===== config.mk =====
export PLATFORM = sky130hd
export DESIGN_NAME = keyboard_buffer_ctrl
export DESIGN_NICKNAME = d
export VERILOG_FILES = /design/src/rtl/keyboard_buffer_ctrl.sv
export SDC_FILE = /design/constraint.sdc
export NUM_CORES = 1
export LEC_CHECK = 0
export CAP_MARGIN = 20
export CORE_MARGIN = 2
export CORE_UTILIZATION = 50
export CTS_BUF_LIST = sky130_fd_sc_hd__clkbuf_4 sky130_fd_sc_hd__clkbuf_8
export DETAILED_ROUTE_END_ITERATION = 10
export GPL_TIMING_DRIVEN = 0
export PLACE_DENSITY_LB_ADDON = 0.2
export SETUP_SLACK_MARGIN = 0.2
export SLEW_MARGIN = 5
export SYNTH_ARGS = -nofsm -noshare
export SYNTH_HDL_FRONTEND = slang
export SYNTH_SLANG_ARGS = --single-unit

===== constraint.sdc =====
create_clock -name clk -period 5.24 [get_ports clk]
set_input_delay 0.524 -clock clk [delete_from_list [all_inputs] [get_ports clk]]
set_output_delay 0.524 -clock clk [all_outputs]
set_load 0.05 [all_outputs]

===== src/rtl/keyboard_buffer_ctrl.sv =====
// PS/2 keyboard ping-pong buffer sequencer: fills one half with key bytes,
// closes a line on terminator or full half, and hands it to the CPU.
module keyboard_buffer_ctrl #(
    parameter int unsigned    AW        = 6,
    parameter int unsigned    DW        = 8,
    parameter logic [DW-1:0]  TERM_CODE = 8'h5A
) (
    input  logic          clk,
    input  logic          rst,
    input  logic          key_valid,
    input  logic [DW-1:0] key_code,
    input  logic          cpu_done,
    output logic          wea,
    output logic [AW-1:0] ps2_addr,
    output logic [DW-1:0] ps2_data,
    output logic          buf_slt,
    output logic          buf_ready,
    output logic [AW:0]   buf_len,
    output logic [7:0]    drop_cnt
);

    typedef enum logic [1:0] {
        FILL,
        SWAP_PEND,
        WAIT_CPU
    } state_t;

    localparam logic [AW-1:0] PTR_MAX = '1;

    state_t        state;
    logic [AW-1:0] wr_ptr;
    logic [AW:0]   line_len;

    always_ff @(posedge clk or posedge rst) begin
        if (rst) begin
            state     <= FILL;
            wr_ptr    <= '0;
            line_len  <= '0;
            wea       <= 1'b0;
            ps2_addr  <= '0;
            ps2_data  <= '0;
            buf_slt   <= 1'b0;
            buf_ready <= 1'b0;
            buf_len   <= '0;
            drop_cnt  <= '0;
        end else begin
            wea <= 1'b0;
            unique case (state)
                FILL: begin
                    if (key_valid) begin
                        wea      <= 1'b1;
                        ps2_addr <= wr_ptr;
                        ps2_data <= key_code;
                        wr_ptr   <= wr_ptr + 1'b1;
                        if (key_code == TERM_CODE || wr_ptr == PTR_MAX) begin
                            state    <= SWAP_PEND;
                            line_len <= {1'b0, wr_ptr} + 1'b1;
                        end
                    end
                    if (cpu_done && buf_ready)
                        buf_ready <= 1'b0;
                end
                SWAP_PEND: begin
                    if (key_valid && drop_cnt != 8'hFF)
                        drop_cnt <= drop_cnt + 8'd1;
                    // a release in this same cycle frees the CPU half in time
                    if (!buf_ready || cpu_done) begin
                        buf_slt   <= ~buf_slt;
                        buf_ready <= 1'b1;
                        buf_len   <= line_len;
                        wr_ptr    <= '0;
                        state     <= FILL;
                    end else begin
                        state <= WAIT_CPU;
                    end
                end
                WAIT_CPU: begin
                    if (key_valid && drop_cnt != 8'hFF)
                        drop_cnt <= drop_cnt + 8'd1;
                    if (cpu_done) begin
                        buf_slt   <= ~buf_slt;
                        buf_ready <= 1'b1;
                        buf_len   <= line_len;
                        wr_ptr    <= '0;
                        state     <= FILL;
                    end
                end
                default: state <= FILL;
            endcase
        end
    end

endmodule

==> results.yml, run 1 <==
status:
  outcome: "finished clean"
worst_setup_path:
  worstSetupPathType: "register to output port"
  cp-end-kind: "output port"
  critPathLaunchType: "register"
  r2r_cells: 5
  crit_arrival_ns: 1.60
  reg2reg_to: "line_len[5]$_DFFE_PP0P_"
  cp_slowest_cell: "clkdlybuf4s50_1"
  critPathTopFamily: "buffers and inverters"
  r2r_setup_slack_ns: 3.31
  cp.buffers_inverters: 1
  path_cells: "clkdlybuf4s50_1"
  critPathMaxFanout: 6
  worstPathRequired_ns: 4.72
  worstReg2RegStart: "wr_ptr[0]$_DFFE_PP0P_"
  cp_slowest_stage_delay_ns: 0.84
power_and_ir_drop:
  powerDensity_mw_per_mm2: 593
  irDropWorstVdd_mv: 0.324
  p_leak_nw: 1.20
timing:
  slew_headroom: 0.658
  period_minus_slack_ns: 2.13
  fmax_mhz: 471
  finalSetupTns_ns: 0
  worstMarginPinSlew_ns: 0.511
  finalCritPeriodShare: 0.406
  rsz0062_at_grt: "false"
  maxSlewViolCount: 0
  setup_ws_ns: 3.11
  finalHoldViolations: 0
  finalSetupViolCount: 0
  fin_skew_ns: 0.00592
clocking:
  tritoncts: "done"
  cts_hold_buf: 0
  root_buffer: "clkbuf_8"
  cts_resized: 0
  cts-htree-levels: 2
  post-cts-setup-buffer-count: 0
  clk_pin_slew_ns: 0.08
  worstSkewPairLatency_ns: 0.30
  cts_buffers: 5
  clock-sinks: 47
  cts_buffer_depth: 2
logic_synthesis:
  yosys_register_bits: 47
  yosysWarnings: 0
  syn_nets: 196
  netlist_area_mm2: 0.00218
  synthesis.instances: 179
  ys_seq_area_frac: 0.538
  yosysUniqueCellTypes: 38
  postSynthAreaPerCell_um2: 12.2
detailed_routing:
  firstDrtPassIters: 4
  vias: 1556
  drt-total-wl_mm: 4.43
  postRouteAntennaNets: 0
  post-route-drc-count: 0
  first_iter_violations: 68
  wire_per_inst_um: 15.7
  via_per_inst: 5.52
global_route:
  grt_pass1_vias: 1614
  grt_usage: 0.197
  globalRoute.totalOverflow: 0
  antenna_found_initial: 0
  grt_max_degree: 34
  grt_pass1_wl_mm: 7.60
flow_run:
  cap_violations: 0
floorplan:
  rows: 24
  start_util: 0.509
  die_area_mm2: 0.00491
  num_io_pins: 44
  die_h_um: 70.1
  fp.dieW_um: 70.1
  coreArea_mm2: 0.00429
hold_path:
  min_path_type: "input port to async pin"
final_layout:
  area_growth_pct: 27.2
  finalNetCount: 246
  diodes: 0
  layout-drive-gt1-share: 0.213
placed_design:
  place_ws_ns: 2.96
  dp_hpwl_mm: 3.27
  portBuffers: 42
  gp_congestion: 0.880
## logic make-up after synthesis
| group | Yosys count | share of synthesized area |
|---|---|---|
| xor gates and xnor gates | 12 | 0.0481 |
| buffers and inverters | 16 | 0.0389 |
| AOI/OAI and AO/OA | 30 | 0.0991 |
| muxes | 26 | 0.133 |
| DFF | 47 | 0.538 |
| adders and majority gates | 5 | 0.0286 |
| and+or+nand+nor | 43 | 0.113 |
## state kept, by name, indices dropped and copies added (netlist names)
signal     flops
drop_cnt       8
buf_ready      1
ps2_addr       6
buf_slt        1
ps2_data       8
buf_len        7
wea            1
state          2
line_len       7
wr_ptr         6
## synthesized netlist by cell type
master | instances | area, µm²
or3_1 | 2 | 12.5
o311ai_2 | 1 | 16.3
dfrtp_1 | 47 | 1180
o211ai_1 | 1 | 7.51
xnor2_1 | 4 | 35.0
and3_4 | 1 | 11.3
o21ai_0 | 10 | 50.1
xor2_1 | 8 | 70.1
nand2_2 | 1 | 6.26
or4_1 | 1 | 7.51
nand3_4 | 1 | 17.5
o22ai_1 | 1 | 6.26
nor2b_1 | 1 | 6.26
nand2_1 | 13 | 48.8
nand3b_1 | 3 | 22.5
o211ai_2 | 1 | 12.5
clkbuf_1 | 1 | 3.75
nand3_1 | 6 | 30.0
or3b_1 | 1 | 8.76
o311ai_0 | 1 | 8.76
mux2_2 | 25 | 282
o22a_1 | 1 | 8.76
and4bb_2 | 1 | 12.5
a21oi_4 | 1 | 16.3
nor4bb_1 | 1 | 10.0
nor3_1 | 3 | 15.0
inv_1 | 9 | 33.8
a21oi_1 | 7 | 35.0
and3_2 | 1 | 7.51
o221ai_1 | 5 | 43.8
clkbuf_8 | 2 | 27.5
mux2i_1 | 1 | 10.0
nand2b_1 | 1 | 6.26
nor2_1 | 5 | 18.8
buf_2 | 4 | 20.0
nand4_1 | 1 | 6.26
a2111o_1 | 1 | 11.3
ha_1 | 5 | 62.6
## per-layer routing
layer  GRT usage  vias up  part of all wire
li1            -      735                 -
met1       0.243      765              0.43
met2       0.329       47              0.51
met3      0.0491        9             0.042
met4      0.0876        0             0.021
met5           0        -                 0
## cell usage in the layout (no fill, tap or decap), types with 4 or more instances in the layout
cell and count:
nor2_1 5, inv_1 8, dfrtp_1 47, o21ai_0 10
nand3_1 6, nand2_1 13, xor2_1 8, o221ai_1 5
buf_2 4, xnor2_1 4, a21oi_1 7, ha_1 5
clkdlybuf4s50_1 42, mux2_2 25, clkbuf_8 7
## report_power, final
group | total (W) | leakage (nW) | switching, W | internal [W]
clock network | 0.000220 | 0.0491 | 0.000116 | 0.000104
logic | 0.000824 | 0.584 | 0.000501 | 0.000323
registers | 0.000605 | 0.566 | 0.000110 | 0.000495
total | 0.00165 | 1.20 | 0.000727 | 0.000923
## stage by stage
stage	utilization	cells	hold slack [ns]	instance area [µm²]	total power, W
after global routing	0.647	282	0.516	2780	0.00174
after floorplan	-	179	0.470	2180	0.00117
after detailed placement	0.626	274	0.484	2690	0.00144
after CTS	0.647	282	0.495	2780	0.00166
final	0.647	282	0.485	2780	0.00165
after global placement	0.622	273	0.460	2670	0.00140
## worst max-delay path by stage
| stage | start | to | depth (start not counted) |
|---|---|---|---|
| after floorplan | drop_cnt[0]$_DFFE_PP0P_ | drop_cnt[1]$_DFFE_PP0P_ | 4 |
| after global placement | rst | ps2_data[0]$_DFFE_PP0P_ | 2 |
| after detailed placement | key_code[6] | line_len[2]$_DFFE_PP0P_ | 5 |
| after CTS | drop_cnt[2]$_DFFE_PP0P_ | drop_cnt[2] | 1 |
| after global routing | drop_cnt[3]$_DFFE_PP0P_ | drop_cnt[3] | 1 |
| final | drop_cnt[2]$_DFFE_PP0P_ | drop_cnt[2] | 1 |
## final cells by class
type                       count  area (µm²)
tap                           52        65.1
clock inverter                 1        5.00
clock buffer                   7        83.8
multi-input combinational    116         923
timing repair buffer          43         440
inverter                       9        33.8
buffer                         7        51.3
fill                         322        1520
sequential                    47        1180
Note: power is estimated with default switching activity, not from simulation.
==> inputs of run 2 (changes only) <==
==> constraint.sdc (replaced) <==
create_clock -name clk -period 2.1 [get_ports clk]
set_input_delay 0.21 -clock clk [delete_from_list [all_inputs] [get_ports clk]]
set_output_delay 0.21 -clock clk [all_outputs]
set_load 0.05 [all_outputs]
==> run 2 against run 1 <==
  * Via count increased by 0.96%
  * Critical endpoint unchanged
  * Non-clock buffer count increased by 4
  * Clock-buffer cell count unchanged
  * Die area unchanged
  * Critical path depth unchanged
  * Largest cell class unchanged
  * Global-route usage unchanged
  * Largest power group unchanged
==> results.yml, run 2 (synthesis results as in run 1) <==
worst_setup_path:
  cp_slowest_stage_delay_ns: 0.84
  crit_arrival_ns: 1.60
  cp_slowest_cell: "clkdlybuf4s50_1"
  worstPathRequired_ns: 1.89
  critPathLaunchType: "register"
  cp-end-kind: "output port"
  cp.buffers_inverters: 1
  path_cells: "clkdlybuf4s50_1"
  critPathTopFamily: "buffers and inverters"
  critPathMaxFanout: 6
  worstSetupPathType: "register to output port"
hold_path:
  min_path_type: "input port to async pin"
final_layout:
  multi_input_area_um2: 932
  finalNetCount: 250
  layout_commonest_cell: "dfrtp_1"
  largest_registers: "drop_cnt: 8 flops, ps2_data: 8 flops"
  final_cells: 286
  area_growth_pct: 29.3
  register_area_mm2: 0.00118
  nFillCells: 327
  layout-drive-gt1-share: 0.248
  diodes: 0
  final_cell_mix: "dfrtp_1 (45), clkdlybuf4s50_1 (42), mux2_2 (25)"
floorplan:
  die_area_mm2: 0.00491
  rows: 24
  die_h_um: 70.1
  start_util: 0.509
  fp.dieW_um: 70.1
  coreArea_mm2: 0.00429
  num_io_pins: 44
power_and_ir_drop:
  powerDensity_mw_per_mm2: 1480
  p_leak_nw: 1.22
  irDropWorstVdd_mv: 0.810
clocking:
  tritoncts: "done"
  cts_buffers: 5
  clock-sinks: 47
  worstSkewPairLatency_ns: 0.30
  cts-htree-levels: 2
  cts_hold_buf: 0
  cts_buffer_depth: 2
  clk_pin_slew_ns: 0.08
  root_buffer: "clkbuf_8"
timing:
  rsz0062_at_grt: "false"
  finalCritPeriodShare: 0.864
  finalSetupViolCount: 0
  slew_headroom: 0.656
  fin_skew_ns: 0.00570
  maxSlewViolCount: 0
  worstMarginPinSlew_ns: 0.514
  hold_slack_ns: 0.178
  finalHoldViolations: 0
  fmax_mhz: 551
  period_minus_slack_ns: 1.81
global_route:
  antenna_found_initial: 0
  grt_pass1_wl_mm: 7.60
  grt_usage: 0.197
  grt_pass1_vias: 1614
  globalRoute.totalOverflow: 0
  grt_max_degree: 34
detailed_routing:
  first_iter_violations: 81
  postRouteAntennaNets: 0
  vias: 1571
  firstDrtPassIters: 4
  drt-total-wl_mm: 4.47
  wire_per_inst_um: 15.6
  via_per_inst: 5.49
  post-route-drc-count: 0
placed_design:
  portBuffers: 42
  dp_hpwl_mm: 3.27
  dp.cells: 274
  gp_congestion: 0.880
status:
  outcome: "finished clean"
flow_run:
  cap_violations: 0
## run 2: worst paths after layout
kind | depth (start not counted) | to | slack, ns | startpoint
hold reg to reg | 1 | buf_slt$_DFFE_PP0P_ | 0.49 | buf_slt$_DFFE_PP0P_
setup reg to reg | 5 | line_len[5]$_DFFE_PP0P_ | 0.29 | wr_ptr[1]$_DFFE_PP0P_
max in group asynchronous | 3 | wr_ptr[1]$_DFFE_PP0P_ | 1.44 | rst
setup / recovery | 1 | drop_cnt[2] | 0.29 | drop_cnt[2]$_DFFE_PP0P_
hold / removal | 2 | line_len[0]$_DFFE_PP0P_ | 0.18 | rst
min in group clk | 2 | wr_ptr[1]$_DFFE_PP0P_ | 0.20 | key_valid
## run 2: stage by stage
| stage | power, W | setup TNS [ns] | setup WS, ns | utilization | area (µm²) |
|---|---|---|---|---|---|
| 2_1_floorplan | 0.00292 | 0 | 0.267 | - | 2180 |
| 3_3_place_gp | 0.00350 | -2.37 | -0.0526 | 0.622 | 2670 |
| 3_5_place_dp | 0.00359 | 0 | 0.138 | 0.626 | 2690 |
| 4_1_cts | 0.00415 | 0 | 0.231 | 0.647 | 2780 |
| 5_1_grt | 0.00441 | 0 | 0.210 | 0.658 | 2830 |
| 6_report | 0.00417 | 0 | 0.286 | 0.658 | 2830 |
## run 2: power by group
group,switching [W],internal (W)
Sequential,0.000262,0.00124
Clock,0.000293,0.000260
Combinational,0.00127,0.000848
## run 2: cell type report
cell class | count | area share
buffer | 7 | 0.0199
clock buffer | 7 | 0.0297
clock inverter | 1 | 0.00177
inverter | 9 | 0.0120
multi-input combinational | 116 | 0.330
sequential | 47 | 0.417
tap | 52 | 0.0230
timing repair buffer | 47 | 0.167
## run 2: worst reg2reg max path, cell delays in order (launching register included)
cell,delay (ns)
dfrtp_2,0.43
ha_2,0.24
and3_4,0.24
nand3_4,0.12
a21oi_4,0.31
mux2_2,0.38
## run 2: routing by layer
| layer | GRT usage | part of all wire | vias to the layer above |
|---|---|---|---|
| met1 | 0.243 | 0.43 | 776 |
| met5 | 0 | 0 | - |
| met2 | 0.329 | 0.51 | 42 |
| met4 | 0.0876 | 0.021 | 0 |
| met3 | 0.0491 | 0.039 | 9 |
| li1 | - | - | 744 |
## run 2: repair_timing
item                                    4_1_cts  5_1_grt
resized for setup                             1        7
hold endpoints to repair                      0        0
endpoints found under the setup margin        5       21
pin swaps                                     0        1
setup buffers                                 0        4
==> inputs of run 3 (changes only) <==
--- a/config.mk
+++ b/config.mk
@@ -6,12 +6,14 @@
 export NUM_CORES = 1
 export LEC_CHECK = 0
 export CAP_MARGIN = 20
+export CORE_ASPECT_RATIO = 0.6
 export CORE_MARGIN = 2
 export CORE_UTILIZATION = 50
 export CTS_BUF_LIST = sky130_fd_sc_hd__clkbuf_4 sky130_fd_sc_hd__clkbuf_8
 export DETAILED_ROUTE_END_ITERATION = 10
 export GPL_TIMING_DRIVEN = 0
 export PLACE_DENSITY_LB_ADDON = 0.2
+export RECOVER_POWER = 25
 export SETUP_SLACK_MARGIN = 0.2
 export SLEW_MARGIN = 5
 export SYNTH_ARGS = -nofsm -noshare
==> run 3 against run 2 <==
  * Clock power increased by 24%
  * Critical path depth unchanged
  * Largest cell class unchanged
  * Design area decreased by 0.13%
  * Worst setup slack got worse by 0.043 ns
  * Routed wire length decreased by 0.87%
  * Cell count increased by 1.7%
  * Sequential cell count unchanged
  * Core utilization increased by 2.3 points
  * Register-to-register slack about the same
==> results.yml, run 3 (synthesis results as in run 1) <==
detailed_routing:
  post-route-drc-count: 0
  wire_per_inst_um: 15.2
  via_per_inst: 5.46
  drt-total-wl_mm: 4.43
  first_iter_violations: 74
  vias: 1588
  postRouteAntennaNets: 0
  firstDrtPassIters: 4
timing:
  fmax_mhz: 538
  period_minus_slack_ns: 1.86
  fin_skew_ns: 0.00827
  finalCritPeriodShare: 0.884
  rsz0062_at_grt: "true"
  finalHoldViolations: 0
  maxSlewViolCount: 0
  slew_headroom: 0.469
  hold_slack_ns: 0.195
  worstMarginPinSlew_ns: 0.795
  finalSetupViolCount: 0
final_layout:
  area_growth_pct: 29.2
  layout_commonest_cell: "dfrtp_1"
  final_cell_mix: "dfrtp_1 (46), clkdlybuf4s50_1 (41), mux2_2 (25)"
  diodes: 0
  layout-drive-gt1-share: 0.229
  largest_registers: "drop_cnt: 8 flops, ps2_data: 8 flops"
  finalNetCount: 247
  final_cell_area_mm2: 0.00282
worst_setup_path:
  worstPathRequired_ns: 1.89
  critical_path_depth: 1
  worstSetupPathType: "register to output port"
  critPathMaxFanout: 6
  cp_slowest_cell: "clkdlybuf4s50_1"
  path_cells: "clkdlybuf4s50_1"
  critPathTopFamily: "buffers and inverters"
  cp_slowest_stage_delay_ns: 0.85
  r2r_cells: 6
  crit_arrival_ns: 1.65
  cp-end-kind: "output port"
  cp.buffers_inverters: 1
  r2r_setup_slack_ns: 0.28
  critPathLaunchType: "register"
floorplan:
  fp.dieW_um: 89.3
  num_io_pins: 44
  start_util: 0.527
  die_h_um: 55.2
  rows: 18
  coreArea_mm2: 0.00414
  die_area_mm2: 0.00493
global_route:
  grt_pass1_wl_mm: 7.35
  grt_usage: 0.195
  grt_pass1_vias: 1541
  grt_max_degree: 27
  antenna_found_initial: 0
  globalRoute.totalOverflow: 0
power_and_ir_drop:
  switchingPower_w: 0.00184
  clkPwrFrac: 0.161
  p_leak_nw: 1.21
  swShare: 0.434
  irDropWorstVdd_mv: 0.798
  combPwrFrac: 0.486
  p_int_w: 0.00241
  powerDensity_mw_per_mm2: 1510
  power_frac_seq: 0.353
clocking:
  cts-htree-levels: 2
  cts_buffers: 5
  worstSkewPairLatency_ns: 0.30
  tritoncts: "done"
  root_buffer: "clkbuf_8"
  clock-sinks: 47
  cts_buffer_depth: 2
  clk_pin_slew_ns: 0.09
hold_path:
  min_path_type: "input port to register"
  whs_path_depth: 2
placed_design:
  portBuffers: 42
  gp_congestion: 0.829
  dp_hpwl_mm: 3.27
  dpl_cell_area_mm2: 0.00271
flow_run:
  cap_violations: 0
status:
  outcome: "finished clean"
[run 3: final cells by class]
class | instances | area (µm²)
Multi-Input combinational cell | 116 | 932
Tap cell | 60 | 75.1
Clock buffer | 5 | 68.8
Sequential cell | 47 | 1180
Timing Repair Buffer | 44 | 433
Buffer | 7 | 53.8
Fill cell | 309 | 1320
Clock inverter | 3 | 47.5
Inverter | 9 | 33.8
[run 3: routing by layer]
metal,share of wire,track usage,vias up
li1,-,-,742
met1,0.47,0.283,782
met2,0.46,0.287,55
met3,0.058,0.0568,9
met5,0,0,-
met4,0.012,0.0554,0
[run 3: final timing paths]
path,from,end
max,drop_cnt[2]$_DFFE_PP0P_,drop_cnt[2]
max reg2reg,state[1]$_DFFE_PP0P_,buf_len[2]$_DFFE_PP0P_
min in group asynchronous,rst,ps2_addr[4]$_DFFE_PP0P_
min,key_valid,wr_ptr[3]$_DFFE_PP0P_
min reg2reg,buf_slt$_DFFE_PP0P_,buf_slt$_DFFE_PP0P_
max in group asynchronous,rst,wr_ptr[0]$_DFFE_PP0P_
[run 3: power by group through the flow]
stage          combinational (W)  clock, W  sequential, W
5_1_grt                  0.00220  0.000745        0.00155
3_3_place_gp             0.00201         0        0.00149
4_1_cts                  0.00208  0.000688        0.00150
6_report                 0.00207  0.000684        0.00150
3_5_place_dp             0.00207         0        0.00152
2_1_floorplan           0.000717         0        0.00220
[run 3: per-stage QoR]
stage | instances | util | setup slack, ns | total power (W) | setup TNS [ns]
after floorplan | 179 | - | 0.267 | 0.00292 | 0
after global placement | 281 | 0.647 | -0.0679 | 0.00350 | -3.13
after detailed placement | 282 | 0.653 | 0.0592 | 0.00359 | 0
after CTS | 291 | 0.684 | 0.229 | 0.00427 | 0
after global routing | 291 | 0.681 | 0.151 | 0.00450 | 0
final | 291 | 0.681 | 0.243 | 0.00425 | 0
[run 3: repair_timing]
action	4_1_cts	5_1_grt
hold buffers	0	0
setup buffers	1	0
pin swaps	1	1
gates resized for setup	1	5
setup endpoints to repair	5	15
gates cloned	0	0
